<file path="src/rtl/fp_mult_seq.sv">
// Sequential IEEE754 single-precision multiplier: shift-and-add significand product
// through one ripple-carry adder, then normalise, classify and hold the result.
//
// state | meaning
// IDLE  | waiting for an operand pair, in_ready high
// RUN   | one shift-and-add step per cycle, MANT_W cycles
// NORM  | normalise product, resolve special cases, register result and flags
// OUT   | result presented until the consumer takes it
module fp_mult_seq #(
  parameter int MANT_W = 24
) (
  input  logic        clk,
  input  logic        rst_n,
  input  logic        in_valid,
  output logic        in_ready,
  input  logic [31:0] a,
  input  logic [31:0] b,
  output logic        out_valid,
  input  logic        out_ready,
  output logic [31:0] result,
  output logic        ovf,
  output logic        unf
);

  localparam int PROD_W = 2 * MANT_W;
  localparam int FRAC_W = MANT_W - 1;
  localparam int CNT_W  = $clog2(MANT_W);
  localparam logic [CNT_W-1:0] CNT_LAST = CNT_W'(MANT_W - 1);

  typedef enum logic [1:0] {IDLE, RUN, NORM, OUT} state_t;

  state_t state, state_nxt;

  logic              sign;
  logic [7:0]        ea, eb;
  logic              a_fnz, b_fnz;
  logic [9:0]        esum;
  logic [PROD_W-1:0] mcand;
  logic [MANT_W-1:0] mplr;
  logic [PROD_W-1:0] acc;
  logic [CNT_W-1:0]  cnt;

  logic [PROD_W-1:0] add_sum;
  logic [9:0]        e_norm;
  logic [FRAC_W-1:0] mant_norm;
  logic              a_nan, b_nan, a_inf, b_inf, a_zero, b_zero;
  logic              is_nan, is_inf, is_zero, e_big, e_small;

  assign in_ready  = (state == IDLE);
  assign out_valid = (state == OUT);

  always_ff @(posedge clk or negedge rst_n) begin
    if (!rst_n) state <= IDLE;
    else        state <= state_nxt;
  end

  always_comb begin
    state_nxt = state;
    case (state)
      IDLE: if (in_valid) state_nxt = RUN;
      RUN:  if (cnt == CNT_LAST) state_nxt = NORM;
      NORM: state_nxt = OUT;
      OUT:  if (out_ready) state_nxt = IDLE;
      default: state_nxt = IDLE;
    endcase
  end

  // The only wide adder: bit-serial carry chain, carry-out discarded.
  always_comb begin
    logic carry;
    carry   = 1'b0;
    add_sum = '0;
    for (int i = 0; i < PROD_W; i++) begin
      add_sum[i] = acc[i] ^ mcand[i] ^ carry;
      carry      = (acc[i] & mcand[i]) | (carry & (acc[i] ^ mcand[i]));
    end
  end

  assign e_norm    = esum - 10'd127 + {9'b0, acc[PROD_W-1]};
  assign mant_norm = acc[PROD_W-1] ? acc[PROD_W-2 -: FRAC_W] : acc[PROD_W-3 -: FRAC_W];

  assign a_nan   = (ea == 8'hFF) && a_fnz;
  assign b_nan   = (eb == 8'hFF) && b_fnz;
  assign a_inf   = (ea == 8'hFF) && !a_fnz;
  assign b_inf   = (eb == 8'hFF) && !b_fnz;
  assign a_zero  = (ea == 8'h00) && !a_fnz;
  assign b_zero  = (eb == 8'h00) && !b_fnz;
  assign is_nan  = a_nan || b_nan || (a_inf && b_zero) || (b_inf && a_zero);
  assign is_inf  = (ea == 8'hFF) || (eb == 8'hFF);
  assign is_zero = (ea == 8'h00) || (eb == 8'h00);
  assign e_big   = $signed(e_norm) >= $signed(10'd255);
  assign e_small = $signed(e_norm) <= $signed(10'd0);

  always_ff @(posedge clk or negedge rst_n) begin
    if (!rst_n) begin
      sign   <= 1'b0;
      ea     <= '0;
      eb     <= '0;
      a_fnz  <= 1'b0;
      b_fnz  <= 1'b0;
      esum   <= '0;
      mcand  <= '0;
      mplr   <= '0;
      acc    <= '0;
      cnt    <= '0;
      result <= '0;
      ovf    <= 1'b0;
      unf    <= 1'b0;
    end else begin
      case (state)
        IDLE: begin
          if (in_valid) begin
            sign  <= a[31] ^ b[31];
            ea    <= a[30:23];
            eb    <= b[30:23];
            a_fnz <= |a[FRAC_W-1:0];
            b_fnz <= |b[FRAC_W-1:0];
            esum  <= {2'b0, a[30:23]} + {2'b0, b[30:23]};
            mcand <= {{MANT_W{1'b0}}, 1'b1, a[FRAC_W-1:0]};
            mplr  <= {1'b1, b[FRAC_W-1:0]};
            acc   <= '0;
            cnt   <= '0;
          end
        end
        RUN: begin
          if (mplr[0]) acc <= add_sum;
          mcand <= mcand << 1;
          mplr  <= mplr >> 1;
          cnt   <= cnt + 1'b1;
        end
        NORM: begin
          ovf <= 1'b0;
          unf <= 1'b0;
          if (is_nan) begin
            result <= 32'h7FC0_0000;
          end else if (is_inf) begin
            result <= {sign, 8'hFF, 23'b0};
          end else if (is_zero) begin
            result <= {sign, 31'b0};
          end else if (e_big) begin
            result <= {sign, 8'hFF, 23'b0};
            ovf    <= 1'b1;
          end else if (e_small) begin
            result <= {sign, 31'b0};
            unf    <= 1'b1;
          end else begin
            result <= {sign, e_norm[7:0], mant_norm};
          end
        end
        default: ;
      endcase
    end
  end

endmodule
</file>
<file path="config.mk">
export PLATFORM = sky130hd
export DESIGN_NAME = fp_mult_seq
export DESIGN_NICKNAME = d
export VERILOG_FILES = /design/src/rtl/fp_mult_seq.sv
export SDC_FILE = /design/constraint.sdc
export NUM_CORES = 1
export LEC_CHECK = 0
export ABC_CLOCK_PERIOD_IN_PS = 26400
export BUFFER_PORTS_ARGS = -buffer_cell sky130_fd_sc_hd__buf_4
export CAP_MARGIN = 25
export CORE_MARGIN = 2
export CORE_UTILIZATION = 61
export CTS_BUF_LIST = sky130_fd_sc_hd__clkbuf_4 sky130_fd_sc_hd__clkbuf_8
export CTS_CLUSTER_SIZE = 10
export DETAILED_ROUTE_END_ITERATION = 8
export HOLD_SLACK_MARGIN = 0.05
export PLACE_DENSITY = 0.86
export SLEW_MARGIN = 15
export SYNTH_ARGS = -nofsm -noshare
export SYNTH_HDL_FRONTEND = slang
export SYNTH_SLANG_ARGS = --single-unit
</file>
<file path="constraint.sdc">
create_clock -name clk -period 26.4 [get_ports clk]
set_input_delay 6.6 -clock clk [delete_from_list [all_inputs] [get_ports clk]]
set_output_delay 6.6 -clock clk [all_outputs]
set_load 0.01 [all_outputs]
</file>
==> run metrics, run 1 <==
Nets=1149; post-route setup slack=6840 ps; total power=1.12 mW; Initial Utilization=61.9%; Worst path top cell family by delay=adder cells; crit path from=mcand[0]; Max transition margin=40.8%; tightest hold margin=491 ps; detailed-router iteration count before antenna repair=5; initial antenna violation count=0; Final Max Slew Viols=0; most common cell in the synthesized netlist=dfrtp_1; Avg Cell Area, Syn=10.4 um2; Finished Core Util=71.0%; first-pass GRT wire length=33200 um; Die Y=130 um; Starting DRT DRC Count=403; postcts setup bufs=0; WS Path Type=reg -> reg; Reg clk slew, reported paths=100 ps; post-synthesis adder-cell area fraction=11.7%; CTS Buf Count=17; Core Footprint=15700 um2; RR Startpoint=mcand[0]; max incr delay on CP=430 ps; XOR/XNOR share of the synthesized area=1.35%; synth top area cells=dfrtp_1 49%, fa_1 9.7%, mux2i_1 7.1%, o21ai_0 6.9%, nand2_1 5.2%; Async SR Flop Fraction=100%; Crit path top cell by count=fa_1; simple-gate share of the synthesized area=10.0%; Post-synth top cells=189 x dfrtp_1, 135 x nand2_1, 135 x o21ai_0; Final setup viols=0; area share of the largest cell type after synthesis=48.6%; die footprint=17000 um2; WP data arrival=19890 ps; Post-Route WL=20000 um; # clock sinks=189; Hold-fix buffers, CTS=0; Post-DRT Antenna Nets=0; sequential fraction of the synthesis area=48.6%; Worst Path Required=26730 ps; fin crit share=74.1%; Synth Net Count=1067; worst min-delay path startpoint=mcand[22]; Ys Warns=0; register area=4730 um2; critical path endpoint category=register; Worst Max-Slew Pin Slew=889 ps; outcome=completed; slowest cell on the critical path=fa_1; #FFs+latches synth=189; CTS tree=yes; post-route cell area=11200 um2; CTS root buffer=clkbuf_8; largest net degree at the start of global routing=114; P_leak=4.75 nW; vias per cell=5.56; cells after synthesis=936; GPL Wtd Cong=0.863; VDD IR max=0.0000752 V; drt drc=0; HPWL after detailed placement=13700 um; minimum clock period=19560 ps; worst-skew pair later-pin latency=460 ps; Mapped Area=9730 um2; Rows=46; Final Hold Viols=0; Hold Path Class=reg -> reg; Setup Total Neg Slack=0 ps; Avg WL per Cell=16.1 um; worst slack, placed=7010 ps; vias in the first global route=6890; total track usage=25.0%; Critical Path Source Type=register; antenna cells=0; Synth cell types=54; vias post-DR=6931; Max clock buf depth=2; Layout Skew=15.4 ps; largest family of logic cells by synthesized area=compound AO/OA/AOI/OAI gates; FMAX=51.1 MHz; die boundary width=130 um; post-route insts no fill=1247; share of cells above drive strength 1=16.5%; unrepaired setup endpoints after global routing=no; H-tree levels=4; Syn-to-layout area delta=14.6%; Multi-input gate area=4410 um2; grt ovf=0; Ports=104; Synth Flop Type=dfrtp_1; placed inst area=10700 um2; top cell type by total area after synthesis=dfrtp_1; port buffer count=103; pwr dens=100 nW/um2; fillers=1148; number of synthesized flops with an enable pin=0; count of buffer and inverter cells on the critical path=3; max_cap viols=0; Synth Area in Compound Gates=13.1%; placed insts=1212; mux contribution to synthesized area=9.07%; CP max FO=3; Post-CTS Resized=0
-- where the power goes --
part | switching [mW] | total (mW) | leakage [nW] | internal, mW
registers | 0.0766 | 0.466 | 2.46 | 0.390
logic | 0.264 | 0.445 | 2.07 | 0.181
clock network | 0.101 | 0.205 | 0.224 | 0.103
-- worst reg2reg max path, delay by kind of cell (launching register included) --
family,cells,cell delay (ps)
DFF,1,380
adders and majority gates,47,18270
buffers and inverters,3,180
xor gates and xnor gates,1,200
AOI/OAI and AO/OA,2,310
and+or+nand+nor,1,80
-- state kept, by name, indices dropped and copies added, names as in the netlist, 2 cells and up --
register  flops
result       32
eb            8
mplr         24
mcand        48
acc          48
ea            8
esum          9
cnt           5
state         2
-- worst paths after layout --
kind | endpoint | slack (ps) | cells past startpoint
max in group asynchronous | acc[10] | 18990 | 3
worst min-delay path | mcand[22] | 490 | 2
worst min register to register | mcand[22] | 490 | 2
min in group asynchronous | result[5] | 6270 | 1
worst max-delay path | acc[47] | 6840 | 54
worst max register to register | acc[47] | 6840 | 54
-- kinds of logic (layout without fill, tap and decap cells) --
logic type | Yosys count | count (layout)
simple gates | 217 | 217
compound gates | 207 | 207
flops | 189 | 189
buf+inv | 159 | 254
mux | 86 | 86
fa+ha+maj | 63 | 63
xor+xnor | 15 | 15
-- cell usage in the layout, fill, tap and decap left out, types with 3 or more instances in the layout --
| master | synthesis | final |
|---|---|---|
| xor2_1 | 10 | 10 |
| a211o_1 | 3 | 3 |
| mux2_2 | 17 | 17 |
| xnor2_1 | 5 | 5 |
| a22o_1 | 4 | 4 |
| o2bb2ai_1 | 24 | 24 |
| nor2_1 | 22 | 22 |
| clkbuf_8 | 0 | 21 |
| or3_1 | 3 | 3 |
| o21ai_0 | 135 | 134 |
| inv_1 | 107 | 107 |
| a31oi_1 | 9 | 9 |
| and4_1 | 3 | 3 |
| nor2b_1 | 3 | 3 |
| or4_1 | 4 | 4 |
| nand4_1 | 9 | 9 |
| nand2_1 | 135 | 135 |
| clkinv_2 | 0 | 4 |
| dfrtp_1 | 189 | 189 |
| buf_4 | 0 | 110 |
| a21oi_1 | 7 | 7 |
| mux2i_1 | 69 | 69 |
| ha_1 | 16 | 15 |
| bufinv_16 | 0 | 3 |
| fa_1 | 47 | 47 |
| nor4_1 | 10 | 10 |
| o21a_1 | 5 | 4 |
| nor3_1 | 13 | 13 |
-- metal layers --
metal,vias up,global-route usage (%),wire length (um)
met1,3417,35.1,9050
met5,-,0,0
li1,3307,-,-
met3,38,4.10,795
met4,0,9.04,500
met2,169,40.1,9670
-- cell type report --
cell class                      count  share of cell area [%]
Multi-Input combinational cell    588                    39.6
Clock inverter                     10                    1.22
Clock buffer                       22                    2.60
Tap cell                          216                    2.42
Sequential cell                   189                    42.4
Inverter                          108                    3.64
Timing Repair Buffer              114                    8.12
Note: power is estimated with default switching activity, not from simulation.
==> run 2: changes to the inputs <==
ABC_CLOCK_PERIOD_IN_PS = 16400   (was 26400)
CORE_UTILIZATION = 55   (was 61)
PLACE_DENSITY = 0.82   (was 0.86)
clock period = 16.4 ns   (was 26.4 ns; I/O delays follow)
==> run metrics, run 2 (same netlist as run 1, synthesis figures left out) <==
most common cell after layout, fill and taps aside=dfrtp_1; vias in the first global route=7056 (+2.4%); Rows=48 (+4.3%); share of cells above drive strength 1=21.7% (+5.2 points); Worst Max-Slew Pin Slew=831 ps (-58.1 ps); grt ovf=0 (unchanged); critical path endpoint category=register; Final Hold Viols=0 (unchanged); HPWL after detailed placement=13700 um (about the same); violated checks=negative setup slack; total track usage=23.1% (-1.9 points); Starting DRT DRC Count=485 (+20%); Layout Skew=11.7 ps (-3.70 ps); pwr dens=163 nW/um2 (+63%); max incr delay on CP=380 ps (-50 ps); Worst Hold Depth=2 (unchanged); Ports=104 (unchanged); detailed-router iteration count before antenna repair=5 (unchanged); Core Footprint=17300 um2 (+10%); placed insts=1227 (+1.2%); worst-skew pair later-pin latency=470 ps (about the same); max_cap viols=0 (unchanged); CTS root buffer=clkbuf_8; Crit path top cell by count=fa_2; unrepaired setup endpoints after global routing=yes; outcome=finished, violations left; die boundary width=137 um (+5.1%); CTS Buf Count=17 (unchanged); top flop regs=acc: 48 flops, mcand: 48 flops, result: 32 flops; antenna cells=0 (unchanged); drt drc=0 (unchanged); Final Max Slew Viols=0 (unchanged); Hold Path Class=reg -> reg; Die Y=137 um (+5.1%); Nets=1157 (+0.70%); flop2flop setup slack=-800 ps (-7640 ps); die footprint=18800 um2 (+11%); WHS Endpoint=mcand[29]; CP max FO=2 (-1); RR Startpoint=mcand[0]; Syn-to-layout area delta=17.6%; WP data arrival=17540 ps (-2350 ps); first-pass GRT wire length=34200 um (+3.2%); port buffer count=103 (unchanged); minimum clock period=17200 ps (-2360 ps); FF-to-FF End=acc[47]; GPL Wtd Cong=0.871 (+0.96%); post-route insts no fill=1263 (+1.3%); fin crit share=105% (+31 points); slowest cell on the critical path=dfrtp_1; Avg WL per Cell=15.8 um (-1.7%); Finished Core Util=66.1% (-4.8 points); vias per cell=5.50 (-1.1%); Critical Path Source Type=register; Hold-fix buffers, CTS=0 (unchanged); Initial Utilization=56.3% (-5.7 points); Post-Route WL=19900 um (-0.39%); initial antenna violation count=0 (unchanged); post-route setup slack=-802 ps (-7640 ps); # clock sinks=189 (unchanged); Worst R2R Path Depth=54 (unchanged); Max clock buf depth=2 (unchanged); vias post-DR=6945 (+0.20%); Post-DRT Antenna Nets=0 (unchanged); Final setup viols=4 (+4); FMAX=58.1 MHz (+14%); Worst Path Required=16740 ps (-9990 ps); CTS tree=yes; Max transition margin=44.6% (+3.9 points); VDD IR max=0.000109 V (+45%); WS Path Type=reg -> reg; most frequent cells in the layout=189 x dfrtp_1, 135 x nand2_1, 132 x o21ai_0; largest net degree at the start of global routing=117 (+2.6%); worst min-delay path startpoint=mcand[28]; P_leak=4.85 nW (+2.1%); H-tree levels=4 (unchanged); Reg clk slew, reported paths=90 ps (about the same)
==> run 2: repair_timing <==
action | in CTS | in global routing
setup buffers | 1 | 0
endpoints found under the hold margin | 0 | 0
endpoints found under the setup margin | 3 | 5
pin swaps | 2 | 1
resized for setup | 8 | 0
==> run 2: worst max-delay path by stage <==
| stage | start | to | slack, ps |
|---|---|---|---|
| 2_1_floorplan | mcand[0] | acc[47] | -270 |
| 5_1_grt | mcand[0] | acc[47] | -1220 |
| 6_report | mcand[0] | acc[47] | -800 |
| 3_3_place_gp | mcand[0] | acc[47] | -690 |
| 4_1_cts | mcand[0] | acc[47] | -790 |
| 3_5_place_dp | mcand[0] | acc[47] | -920 |
==> run 2: power by group <==
part           switching (mW)  internal (mW)
sequential              0.120          0.627
combinational           0.434          0.313
clock                   0.168          0.199
total                   0.722           1.14
==> run 2: cell type report <==
class                   instances  area, um2
repair buffers                122       1010
well taps                     225        282
clock inverters                13        239
clock buffers                  18        241
fillers                      1321       5860
inverters                     108        405
multi-input cells             588       4540
flip-flops and latches        189       4730
==> run 2: routing by layer <==
metal	vias to the layer above	wire [um]	track usage, %	share of wire, %
li1	3328	-	-	-
met2	163	9570	36.3	48
met3	21	826	4.07	4.1
met1	3433	9320	33.3	47
met5	-	0	0	0
met4	0	225	6.64	1.1
==> run 2: metrics by stage <==
stage               setup TNS, ps  setup WS (ps)  hold slack (ps)  area, um2  power (mW)
finish                      -1900           -802              485      11400        1.86
global route                -3440          -1220              508      11400        2.02
CTS                         -1860           -787              492      11300        1.86
detailed placement          -1880           -917              469      10800        1.49
global placement            -1300           -687              456      10800        1.44
floorplan                    -273           -273              450       9840        1.26
==> run 2: critical path: cells and delay by family (launching register included) <==
kind | cells | cell delay [ps]
adder cells (fa/ha/maj) | 47 | 16110
flip-flops | 1 | 380
AO/OA/AOI/OAI | 2 | 210
XOR/XNOR | 1 | 170
buffers and inverters | 3 | 150
AND/OR/NAND/NOR | 1 | 60
==> run 3: changes to the inputs <==
CORE_ASPECT_RATIO = 1.1   (was not set)
SETUP_SLACK_MARGIN = 0.15   (was not set)
==> run metrics, run 3 (same netlist as run 1, synthesis figures left out) <==
outcome=finished, violations left; violated checks=negative setup slack; pwr dens=160 nW/um2 (-1.8%); initial antenna violation count=0 (unchanged); flop2flop setup slack=-780 ps (+20 ps); Worst Hold Depth=2 (unchanged); Setup Total Neg Slack=-1760 ps (+139 ps); drt drc=0 (unchanged); Clk network pwr share=18.2% (-1.5 points); vias post-DR=6967 (+0.32%); Post-DRT Antenna Nets=0 (unchanged); CP max FO=2 (unchanged); Nets=1155 (-0.17%); WHS Endpoint=mcand[38]; Max transition margin=44.7% (about the same); share of cells above drive strength 1=21.5% (-0.15 points); Layout Skew=14.8 ps (+3.12 ps); Core Footprint=17500 um2 (+1.5%); Rows=51 (+6.3%); Critical Path Source Type=register; fin crit share=105% (-0.14 points); tightest hold margin=485 ps (-0.288 ps); Final Hold Viols=0 (unchanged); RR Startpoint=mcand[0]; Net Sw Power=0.710 mW (-1.7%); H-tree levels=4 (unchanged); critical path endpoint category=register; vias per cell=5.47 (-0.55%); minimum clock period=17180 ps (-22.3 ps); die boundary width=131 um (-4.5%); port buffer count=103 (unchanged); VDD IR max=0.0000906 V (-17%); Worst Path Required=16750 ps (about the same); HPWL after detailed placement=13700 um (-0.39%); Internal=1.10 mW (-3.3%); worst min-delay path startpoint=mcand[37]; most frequent cells in the layout=189 x dfrtp_1, 135 x nand2_1, 132 x o21ai_0; Finished Core Util=64.6% (-1.5 points); largest net degree at the start of global routing=108 (-7.7%); Post-Route WL=19600 um (-1.6%); placed inst area=10800 um2 (-0.13%); CTS root buffer=clkbuf_8; # clock sinks=189 (unchanged); grt ovf=0 (unchanged); Comb pwr share=40.6% (+0.5 points); CTS tree=yes; Initial Utilization=55.5% (-0.81 points); slowest cell on the critical path=fa_2; post-route setup slack=-780 ps (+22.3 ps); register area=4730 um2 (unchanged); vias in the first global route=7099 (+0.61%); placed insts=1238 (+0.90%); Crit path top cell by count=fa_2; P_leak=4.81 nW (-0.99%); GPL Wtd Cong=0.851 (-2.3%); Final setup viols=3 (-1); WP data arrival=17530 ps (about the same); Max clock buf depth=2 (unchanged); Multi-input gate area=4540 um2 (unchanged); CTS Buf Count=17 (unchanged); FF-to-FF End=acc[47]; Worst R2R Path Depth=54 (unchanged); Reg power frac=41.2% (+1.0 points); antenna cells=0 (unchanged); post-route insts no fill=1274 (+0.87%); Syn-to-layout area delta=16.5%; FMAX=58.2 MHz (+0.13%); Ports=104 (unchanged); unrepaired setup endpoints after global routing=yes; max incr delay on CP=370 ps (about the same); worst-skew pair later-pin latency=480 ps (about the same); Die Y=144 um (+4.7%); total track usage=22.9% (-0.18 points); die footprint=18800 um2 (about the same); detailed-router iteration count before antenna repair=5 (unchanged); Final Max Slew Viols=0 (unchanged); Reg clk slew, reported paths=90 ps (about the same); WS Path Type=reg -> reg; Worst Max-Slew Pin Slew=830 ps (-0.481 ps); fillers=1345 (+1.8%); switching share of total power=39.2% (+0.39 points); Hold Path Class=reg -> reg; most common cell after layout, fill and taps aside=dfrtp_1; top flop regs=acc: 48 flops, mcand: 48 flops, result: 32 flops; post-route cell area=11300 um2 (-0.90%); Starting DRT DRC Count=407 (-16%); max_cap viols=0 (unchanged); first-pass GRT wire length=34000 um (-0.81%); Avg WL per Cell=15.4 um (-2.4%)
==> run 3: worst max-delay path, delay by kind of cell, from the launching register on <==
kind | cells | cell delay, ps
buffers and inverters | 3 | 150
DFF | 1 | 360
xor gates and xnor gates | 1 | 160
and+or+nand+nor | 1 | 70
adders and majority gates | 47 | 16130
AOI/OAI and AO/OA | 2 | 200
==> run 3: timing repair <==
| item | in CTS | in global routing |
|---|---|---|
| setup buffers | 1 | 1 |
| pin swaps | 2 | 1 |
| hold buffers | 0 | 0 |
| hold endpoints to repair | 0 | 0 |
| gates cloned | 0 | 0 |
| endpoints found under the setup margin | 4 | 5 |
| gates resized for setup | 5 | 0 |
==> run 3: through the flow <==
step	setup WS, ps	power, mW
after floorplan	-257	1.26
after global placement	-651	1.44
after detailed placement	-829	1.48
after CTS	-719	1.81
after global routing	-1180	1.97
final	-780	1.81
==> run 3: worst max path at each step <==
stage | from | to | slack [ps] | cells past startpoint
floorplan | mcand[0] | acc[47] | -260 | 54
global placement | acc[0] | acc[47] | -650 | 54
detailed placement | acc[0] | acc[47] | -830 | 54
CTS | acc[0] | acc[47] | -720 | 54
global route | mcand[0] | acc[47] | -1180 | 54
finish | mcand[0] | acc[47] | -780 | 54
==> run 3: metal layers <==
metal,global-route usage (%),wire length [um],up-vias
met2,37.4,9830,146
li1,-,-,3327
met3,3.80,700,35
met5,0,0,-
met1,31.5,8720,3459
met4,7.78,375,0
==> run 3: power groups by stage <==
stage               registers [mW]  logic [mW]  clock network [mW]
floorplan                    0.719       0.539                   0
global placement             0.745       0.693                   0
detailed placement           0.753       0.726                   0
CTS                          0.745       0.731               0.337
global route                 0.769       0.850               0.353
finish                       0.746       0.735               0.330
==> run 3: layout make-up <==
| class | instances | area share [%] |
|---|---|---|
| clock inverters | 12 | 1.49 |
| multi-input cells | 588 | 40.0 |
| clock buffers | 19 | 2.25 |
| flip-flops and latches | 189 | 41.7 |
| repair buffers | 120 | 8.32 |
| inverters | 108 | 3.58 |
| well taps | 238 | 2.63 |
